### src/rtl/reg_op_sequencer.sv
`default_nettype none
// ============================================================================
// Module   : reg_op_sequencer
// Purpose  : Expands host macro commands into single-cycle control pulses for
//            one 4-bit control register and reports the read-back result.
// Revision : 1.0 - initial release
// ============================================================================
module reg_op_sequencer #(
  parameter int MAX_STEPS = 8
) (
  input  logic       clk,
  input  logic       rst,
  input  logic       cmd_valid,
  output logic       cmd_ready,
  input  logic [2:0] cmd_op,
  input  logic [3:0] cmd_data,
  input  logic [3:0] cmd_cnt,
  input  logic [3:0] reg_q,
  output logic       reg_cl,
  output logic       reg_ld,
  output logic       reg_inc,
  output logic       reg_dec,
  output logic       reg_sr,
  output logic       reg_sl,
  output logic [3:0] reg_in,
  output logic       reg_ir,
  output logic       reg_il,
  output logic       busy,
  output logic       done,
  output logic [3:0] result,
  output logic       err
);

  // Step counter must hold both a 4-bit repeat count and MAX_STEPS.
  localparam int SW = ($clog2(MAX_STEPS + 1) > 4) ? $clog2(MAX_STEPS + 1) : 4;

  localparam logic [2:0] c_OP_NOP  = 3'd0;
  localparam logic [2:0] c_OP_CLR  = 3'd1;
  localparam logic [2:0] c_OP_LD   = 3'd2;
  localparam logic [2:0] c_OP_INC  = 3'd3;
  localparam logic [2:0] c_OP_DEC  = 3'd4;
  localparam logic [2:0] c_OP_SHR  = 3'd5;
  localparam logic [2:0] c_OP_ROTL = 3'd6;
  localparam logic [2:0] c_OP_CNT  = 3'd7;

  localparam logic [SW-1:0] c_MAX_STEPS = SW'(MAX_STEPS);

  typedef enum logic [1:0] {
    S_IDLE = 2'd0,
    S_EXEC = 2'd1,
    S_DONE = 2'd2
  } state_t;

  state_t        r_state;
  logic [2:0]    r_op;
  logic [3:0]    r_data;
  logic [3:0]    r_cnt;
  logic [SW-1:0] r_step;
  logic [3:0]    r_result;
  logic          r_err;

  logic          w_exec;
  logic          w_cnt_zero;
  logic          w_rep_op;
  logic [SW-1:0] w_step_nxt;
  logic          w_rep_last;
  logic          w_eq;
  logic          w_abort;
  logic          w_exec_end;

  assign w_exec     = (r_state == S_EXEC);
  assign w_cnt_zero = (r_cnt == 4'd0);
  assign w_rep_op   = (r_op == c_OP_INC) || (r_op == c_OP_DEC) ||
                      (r_op == c_OP_SHR) || (r_op == c_OP_ROTL);
  assign w_step_nxt = r_step + 1'b1;
  assign w_rep_last = w_cnt_zero || (w_step_nxt == SW'(r_cnt));
  assign w_eq       = (reg_q == r_data);
  assign w_abort    = !w_eq && (r_step == c_MAX_STEPS);

  always_comb begin
    w_exec_end = 1'b1;
    if (w_rep_op) begin
      w_exec_end = w_rep_last;
    end else if (r_op == c_OP_CNT) begin
      w_exec_end = w_eq || w_abort;
    end
  end

  // Register controls are pure decodes so the pulse lands in the EXEC cycle.
  always_comb begin
    reg_cl  = 1'b0;
    reg_ld  = 1'b0;
    reg_inc = 1'b0;
    reg_dec = 1'b0;
    reg_sr  = 1'b0;
    reg_sl  = 1'b0;
    reg_in  = 4'd0;
    reg_ir  = 1'b0;
    reg_il  = 1'b0;
    if (w_exec) begin
      case (r_op)
        c_OP_NOP: ;
        c_OP_CLR: reg_cl = 1'b1;
        c_OP_LD: begin
          reg_ld = 1'b1;
          reg_in = r_data;
        end
        c_OP_INC: reg_inc = !w_cnt_zero;
        c_OP_DEC: reg_dec = !w_cnt_zero;
        c_OP_SHR: begin
          reg_sr = !w_cnt_zero;
          reg_ir = !w_cnt_zero && r_data[0];
        end
        c_OP_ROTL: begin
          reg_sl = !w_cnt_zero;
          reg_il = !w_cnt_zero && reg_q[3];
        end
        c_OP_CNT: reg_inc = !w_eq && !w_abort;
        default: ;
      endcase
    end
  end

  always_ff @(posedge clk) begin
    if (rst) begin
      r_state  <= S_IDLE;
      r_op     <= 3'd0;
      r_data   <= 4'd0;
      r_cnt    <= 4'd0;
      r_step   <= '0;
      r_result <= 4'd0;
      r_err    <= 1'b0;
    end else begin
      case (r_state)
        S_IDLE: begin
          if (cmd_valid) begin
            r_op    <= cmd_op;
            r_data  <= cmd_data;
            r_cnt   <= cmd_cnt;
            r_step  <= '0;
            r_err   <= 1'b0;
            r_state <= S_EXEC;
          end
        end
        S_EXEC: begin
          if (w_exec_end) begin
            r_err   <= (r_op == c_OP_CNT) && w_abort;
            r_state <= S_DONE;
          end else begin
            r_step  <= w_step_nxt;
          end
        end
        S_DONE: begin
          r_result <= reg_q;
          r_state  <= S_IDLE;
        end
        default: r_state <= S_IDLE;
      endcase
    end
  end

  // The last pulse updates the register at the EXEC->DONE edge, so during
  // DONE the settled value is only visible on reg_q; it is held afterwards.
  assign cmd_ready = (r_state == S_IDLE);
  assign busy      = (r_state != S_IDLE);
  assign done      = (r_state == S_DONE);
  assign result    = done ? reg_q : r_result;
  assign err       = r_err;

endmodule
`default_nettype wire

### config.mk
export PLATFORM = sky130hd
export DESIGN_NAME = reg_op_sequencer
export DESIGN_NICKNAME = d
export VERILOG_FILES = /design/src/rtl/reg_op_sequencer.sv
export SDC_FILE = /design/constraint.sdc
export NUM_CORES = 1
export LEC_CHECK = 0
export BUFFER_PORTS_ARGS = -buffer_cell sky130_fd_sc_hd__buf_2
export CORE_ASPECT_RATIO = 1.75
export CORE_MARGIN = 1
export CORE_UTILIZATION = 52
export CTS_BUF_LIST = sky130_fd_sc_hd__clkbuf_4
export CTS_CLUSTER_DIAMETER = 100
export CTS_CLUSTER_SIZE = 25
export DETAILED_ROUTE_END_ITERATION = 7
export PLACE_DENSITY = 0.81
export SLEW_MARGIN = 20
export SYNTH_ARGS = -nofsm -noshare
export SYNTH_HDL_FRONTEND = slang
export SYNTH_SLANG_ARGS = --single-unit
### constraint.sdc
create_clock -name clk -period 2.25 [get_ports clk]
set_input_delay 0.3375 -clock clk [delete_from_list [all_inputs] [get_ports clk]]
set_output_delay 0.3375 -clock clk [all_outputs]
set_load 0.03 [all_outputs]
== Word level (Yosys, flattened, before mapping) ==
Cells that the tools add are included.

* Input port bits: 18
* Register bits after elaboration: 22

* Add/sub/neg operators: 1
* Reductions and logical operators: 21
* Muxes and demuxes: 30
* Equality and inequality tests: 15

{| class="wikitable"
|+ Operator list
! cell !! number
|-
| two-way mux 4 bit || 5
|-
| two-way mux 1 bit || 19
|-
| equality test 3 bit, second input constant || 4
|-
| equality test 4 bit || 2
|-
| one-hot mux 4 bit (2 select lines) || 1
|-
| equality test 3 x 2 -> 1 bit, second input constant || 2
|-
| AND reduction 3 bit || 2
|-
| logical AND 1 bit || 5
|-
| logical OR 1 bit || 5
|-
| adder 4 x 1 -> 4 bit, second input constant || 1
|-
| equality test 4 bit, second input constant || 1
|-
| logical NOT 4 bit || 1
|-
| two-way mux 2 bit || 2
|-
| inequality test 2 bit, second input constant || 2
|-
| one-hot mux 1 bit (2 select lines) || 2
|-
| one-hot mux 2 bit (2 select lines) || 1
|-
| AND reduction 2 bit || 2
|-
| nonzero test 2 bit || 2
|-
| equality test 3 x 1 -> 1 bit, second input constant || 1
|-
| logical NOT 1 bit || 3
|-
| equality test 2 x 1 -> 1 bit, second input constant || 1
|-
| equality test 2 bit, second input constant || 1
|-
| logical NOT 2 bit || 1
|-
| inequality test 2 x 1 -> 1 bit, second input constant || 1
|}

== Logic depth before layout (Yosys ltp) ==
Gate-level depths: netlist of run 1.

* Word-level depth: 8
* Mapped depth: 7

== Worst setup path after synthesis of run 1 ==
OpenSTA, ideal clock, no wires.

* Path kind: register to output
* Start: register r_state[1]
* End: output reg_in[0]
* Arrival time: 1.762 ns
* Stages on the path, launching flop included: 4
* Slack: 0.151 ns
* Path buffers: 0
* Cell sequence: dfxtp_1 nand2b_1 nor3_1 and2_1

* Longest elaborated chain between the ends: 2

{| class="wikitable"
|+ Ends and longest elaborated chain
! what !! line !! text
|-
| from (decl) || 54 || <nowiki>state_t r_state;</nowiki>
|-
| from (signal assigned) || 126 || <nowiki>r_state <= S_IDLE;</nowiki>
|-
| from (signal assigned) || 142 || <nowiki>r_state <= S_EXEC;</nowiki>
|-
| from (signal assigned) || 148 || <nowiki>r_state <= S_DONE;</nowiki>
|-
| equality test 2 x 1 -> 1 bit || 71 || <nowiki>assign w_exec = (r_state == S_EXEC);</nowiki>
|-
| two-way mux 4 bit || 100 || <nowiki>if (w_exec) begin</nowiki>
|-
| to (decl) || 25 || <nowiki>output logic [3:0] reg_in,</nowiki>
|}

No other way between the ends.

== Worst setup path after layout of run 1 ==
* Start: register r_step[0]
* End: output reg_inc

* Longest elaborated chain between the ends: 6

{| class="wikitable"
|+ Ends and longest elaborated chain
! what !! line !! text
|-
| from (decl) || 58 || <nowiki>logic [SW-1:0] r_step;</nowiki>
|-
| from (signal assigned) || 150 || <nowiki>r_step <= w_step_nxt;</nowiki>
|-
| equality test 4 bit || 78 || <nowiki>assign w_abort = !w_eq && (r_step == c_MAX_STEPS);</nowiki>
|-
| logical AND 1 bit || 78 ||
|-
| logical NOT 1 bit || 118 || <nowiki>c_OP_CNT: reg_inc = !w_eq && !w_abort;</nowiki>
|-
| logical AND 1 bit || 118 ||
|-
| one-hot mux 1 bit (2 select lines) || 101 || <nowiki>case (r_op)</nowiki>
|-
| two-way mux 1 bit || 100 ||
|-
| to (decl) || 21 || <nowiki>output logic reg_inc,</nowiki>
|}

No other way between the ends.

==> results of run 1 <==
## worst max-delay path, stage by stage, from the launching register on
cell and delay [ns]:
dfxtp_1 0.44, inv_1 0.09, ha_1 0.20, nand3b_1 0.12, nand3_1 0.22, a21oi_1 0.21
buf_2 0.22
## registers in the layout, summed over array words and instances (netlist names)
| signal | flops |
|---|---|
| r_cnt | 4 |
| r_data | 4 |
| r_result | 4 |
| r_step | 4 |
| r_op | 3 |
| r_state | 2 |
| err | 1 |
## through the flow
stage	total power, W	hold slack [ns]	util, %	worst slack, ns
5_1_grt	0.000771	0.259	66.4	0.00770
2_1_floorplan	0.000526	0.457	-	0.151
4_1_cts	0.000739	0.260	66.4	0.161
3_3_place_gp	0.000566	0.467	65.3	0.369
3_5_place_dp	0.000572	0.475	65.3	0.256
6_report	0.000745	0.242	66.4	0.113
## where the power goes
part           internal [W]  switching (W)  leakage, nW
clock network     0.0000628       0.000120       0.0138
logic             0.0000545      0.0000842        0.449
registers          0.000407      0.0000173        0.179
total              0.000524       0.000221        0.642
## final cells by class
type	instances	area (um2)
clock buffers	3	22.5
fillers	191	712
inverters	4	15.0
multi-input cells	110	707
flip-flops and latches	22	440
well taps	24	30.0
repair buffers	38	193
## layer usage
metal / track usage (%) / vias up / share of wire [%] / wire length (um)
li1: - / 551 / - / -
met2: 45.6 / 39 / 54 / 1500
met4: 8.93 / 0 / 1.9 / 53
met3: 2.36 / 7 / 4.1 / 114
met5: 0 / - / 0 / 0
met1: 28.1 / 505 / 40 / 1100
## cells by family after synthesis
| logic type | count (synthesis) | synth area share [%] |
|---|---|---|
| simple gates | 66 | 27.2 |
| flops | 22 | 37.1 |
| compound gates | 25 | 15.3 |
| buf+inv | 10 | 3.27 |
| fa+ha+maj | 2 | 2.11 |
| mux | 7 | 7.59 |
| xor+xnor | 10 | 7.38 |
## synthesized netlist by cell type (2+ instances only)
master    number  area (um2)
xnor2_1        8        70.1
nand3_1        3        15.0
nor2b_1        2        12.5
nand2_1       28         105
nor2_1         8        30.0
clkbuf_1       4        15.0
mux2_4         3        45.0
and3_1         3        18.8
and2_1        11        68.8
mux2_1         3        33.8
inv_1          4        15.0
dfxtp_1       22         440
nand2b_1       3        18.8
xor2_1         2        17.5
a21oi_1       14        70.1
ha_1           2        25.0
nor3_1         4        20.0
## worst paths after layout
path,from,slack [ns],to,depth (start not counted)
setup / recovery,r_step[0]$_SDFFE_PP0P_,0.11,reg_inc,6
setup reg to reg,r_step[0]$_SDFFE_PP0P_,0.21,r_step[3]$_SDFFE_PP0P_,7
hold / removal,cmd_data[2],0.24,r_data[2]$_SDFFE_PP0P_,3
hold reg to reg,r_data[2]$_SDFFE_PP0P_,0.49,r_data[2]$_SDFFE_PP0P_,2
==> reports/metrics.cfg, run 1 <==
[sta]
finClkSkew_ns=0.00847
worst_slew_pin_slew_ns=0.441
tns_ns=0
setup_viol=0
slew_headroom_pct=70.5
fmax_mhz=468
drv_slew=0
period_share_pct=95.0
period_minus_slack_ns=2.14
rsz0062_at_grt=no
finalHoldViolCount=0

[global_route]
grt_remaining_overflow=0
grt_usage_pct=25.0
grt_max_degree=20
grt_pass1_vias=1074
grt_pass1_wl_um=4600
antenna_found_initial=0

[finish]
final_common_cell=buf_2
antenna_cells=0
layout.nets=199
final_cells=201
final_cell_mix=37 x buf_2, 28 x nand2_1, 22 x dfxtp_1
stdcell_area_mm2=0.00141
synthToLayoutAreaGrowth_pct=18.7
layout-drive-gt1-share_pct=28.8

[placed_design]
gp_congestion=0.838
place_area_mm2=0.00139
io_buffer_count=37
dp_hpwl_um=2130
dp_cells=198

[floorplanning]
ios=38
die-area_mm2=0.00248
fp-row-count=22
die_w_um=38.1
core_mm2=0.00212
start_util_pct=56.0
fp.dieH_um=65.2

[worst_setup_path]
cp_max_fo=5
start_kind=flop
critical_path_class=flop to output port
cp_data_required_time_ns=1.91
cp-end-kind=output port
cp.arrival_ns=1.80

[power_and_ir_drop]
ir_drop_uv=403
power_leakage_nw=0.642
power_density_mw_per_mm2=529

[cts]
cts_max_level=1
numCtsBuffers=3
clockBufferDepth=2
ctsHoldBuffers=0
cts_tree=yes
post_cts_resized=0
cts-root-buf=clkbuf_4
insertion_delay_ns=0.32
post_cts_buffers=0
clock-sinks=22
cts.clk_slew.worst_paths_ns=0.12

[min_path]
hold_class=primary input to flop

[job]
drv_cap=0

[detailed_routing]
drtIter0Drc=35
wl_per_cell_um=13.7
num_vias=1102
post_drt_via_cell_ratio=5.48
route.detailed.drc=0
wl_um=2760
drt-pass1-iter-count=4
ant_nets=0

[status]
status=finished, final reports clean

[synthesis]
yosys.cell_types.count=35
synth_fp_nets=162
yosysSeqAreaShare_pct=37.1
synth_edf_count=0
synth_cells=142
synth_area_mm2=0.00119
ys.flop_type=dfxtp_1
yosys_warnings=0
syn_avg_cell_area_um2=8.35
synth-async-reset-ratio_pct=0
synth-seq-cells=22

No activity file was read; power rests on OpenSTA's default activity.
==> run 2, diff against run 1 <==
--- a/config.mk
+++ b/config.mk
@@ -14,6 +14,7 @@
 export CTS_CLUSTER_SIZE = 25
 export DETAILED_ROUTE_END_ITERATION = 7
 export PLACE_DENSITY = 0.81
+export RECOVER_POWER = 100
 export SLEW_MARGIN = 20
 export SYNTH_ARGS = -nofsm -noshare
 export SYNTH_HDL_FRONTEND = slang
==> run 2 against run 1 <==
  * Die area did not move
  * Non-clock buffer count did not move
  * Clock power is essentially flat
  * Sequential share of layout area increased by 0.89 points
  * Final cell count is the same
  * Worst hold slack improved by 0.0038 ns
  * First-iteration DRC count down 8.6%
  * Worst setup slack worse by 0.015 ns
  * Critical path type unchanged
  * Largest cell class unchanged
  * Highest routed layer unchanged
==> reports/metrics.cfg, run 2 (same netlist as run 1, synthesis figures left out) <==
[placed_design]
dp_hpwl_um=2130
gp_congestion=0.838
place_area_mm2=0.00139
io_buffer_count=37
dp_slack_ns=0.256

[worst_setup_path]
path_cells=or4_1, nand3_1, nor2_1, and2_1, clkbuf_2
r2r_start=r_step[0]$_SDFFE_PP0P_
cp_max_fo=3
path_buf_inv=1
rr_worst_depth=7
endpoint=reg_ir
critical-path-top-delay-family=simple AND/OR/NAND/NOR gates
reg2reg_slack_ns=0.13
cp-end-kind=output port
cp_slowest_cell=or4_1
cp_data_required_time_ns=1.91
cp.arrival_ns=1.81
start_kind=flop
crit_start=r_cnt[0]$_SDFFE_PP0P_
critical_path_class=flop to output port
slowest_delay_ns=0.60
critical_path_depth=5
r2r_end=r_step[0]$_SDFFE_PP0P_

[sta]
drv_slew=0
rsz0062_at_grt=no
period_share_pct=95.6
setup_viol=0
slew_headroom_pct=66.7
finClkSkew_ns=0.00893
period_minus_slack_ns=2.15
fmax_mhz=465
worst_slew_pin_slew_ns=0.499
tns_ns=0
worst_slack_ns=0.0988
finalHoldViolCount=0

[detailed_routing]
ant_nets=0
wl_um=2780
wl_per_cell_um=13.8
num_vias=1102
route.detailed.drc=0
drtIter0Drc=32
post_drt_via_cell_ratio=5.48
drt-pass1-iter-count=4

[job]
drv_cap=0

[finish]
stdcell_area_mm2=0.00137
layout-drive-gt1-share_pct=18.6
layout.nets=199
final_common_cell=nand2_1
nFillCells=207
antenna_cells=0
synthToLayoutAreaGrowth_pct=15.4
final_cell_mix=28 x nand2_1, 22 x dfxtp_1, 19 x buf_2
post-route-util_pct=64.6
multiInputGateArea_um2=687
register_area_um2=440

[cts]
cts-root-buf=clkbuf_4
cts_max_level=1
numCtsBuffers=3
post_cts_resized=0
cts_tree=yes
clockBufferDepth=2
cts.clk_slew.worst_paths_ns=0.12
post_cts_buffers=0
ctsHoldBuffers=0
insertion_delay_ns=0.31
clock-sinks=22

[global_route]
grt_usage_pct=25.0
grt_pass1_vias=1074
grt_pass1_wl_um=4600
grt_max_degree=20
antenna_found_initial=0
grt_remaining_overflow=0

[floorplanning]
die_w_um=38.1
fp.dieH_um=65.2
start_util_pct=56.0
die-area_mm2=0.00248
core_mm2=0.00212
fp-row-count=22
ios=38

[power_and_ir_drop]
ir_drop_uv=397
power_density_mw_per_mm2=538
p_seq_share_pct=57.6
power_switching_w=0.000219
switching_share_pct=29.7
power_leakage_nw=0.578
power_frac_comb_pct=17.8
power_w=0.000736
power.internal_w=0.000517
clock_power_share_pct=24.6

[min_path]
hold_class=primary input to flop

[status]
status=finished, final reports clean

-- run 2: layer usage --
layer / GRT usage (%) / part of all wire (%)
met5: 0 / 0
met4: 8.93 / 1.5
met3: 2.36 / 4.9
met2: 45.6 / 54
met1: 28.1 / 39
-- run 2: metrics by stage --
step | hold WS, ns | cells
3_3_place_gp | 0.467 | 198
5_1_grt | 0.259 | 201
6_report | 0.246 | 201
3_5_place_dp | 0.475 | 198
4_1_cts | 0.260 | 201
2_1_floorplan | 0.457 | 142
-- run 2: tightest hold or removal path, stage by stage --
cell and delay, ns:
buf_2 0.10, nand2_1 0.04, a21oi_1 0.05
-- run 2: worst min-delay path by stage --
stage / from / endpoint / slack [ns] / cells past startpoint
floorplan: r_data[1]$_SDFFE_PP0P_ / r_data[1]$_SDFFE_PP0P_ / 0.46 / 2
global placement: r_data[1]$_SDFFE_PP0P_ / r_data[1]$_SDFFE_PP0P_ / 0.47 / 2
detailed placement: r_data[2]$_SDFFE_PP0P_ / r_data[2]$_SDFFE_PP0P_ / 0.47 / 2
CTS: cmd_data[2] / r_data[2]$_SDFFE_PP0P_ / 0.26 / 3
global route: cmd_data[2] / r_data[2]$_SDFFE_PP0P_ / 0.26 / 3
finish: cmd_data[2] / r_data[2]$_SDFFE_PP0P_ / 0.25 / 3
-- run 2: final cells by class --
| class | count | share of cell area, % |
|---|---|---|
| multi-input cells | 110 | 50.2 |
| flip-flops and latches | 22 | 32.2 |
| repair buffers | 38 | 12.7 |
| well taps | 24 | 2.19 |
| clock buffers | 3 | 1.65 |
| inverters | 4 | 1.10 |
-- run 2: power groups by stage --
stage	clock, W	combinational (W)	sequential, W
after floorplan	0	0.0000998	0.000426
after global placement	0	0.000134	0.000432
after detailed placement	0	0.000139	0.000433
after CTS	0.000176	0.000139	0.000424
after global routing	0.000191	0.000145	0.000427
final	0.000181	0.000131	0.000424
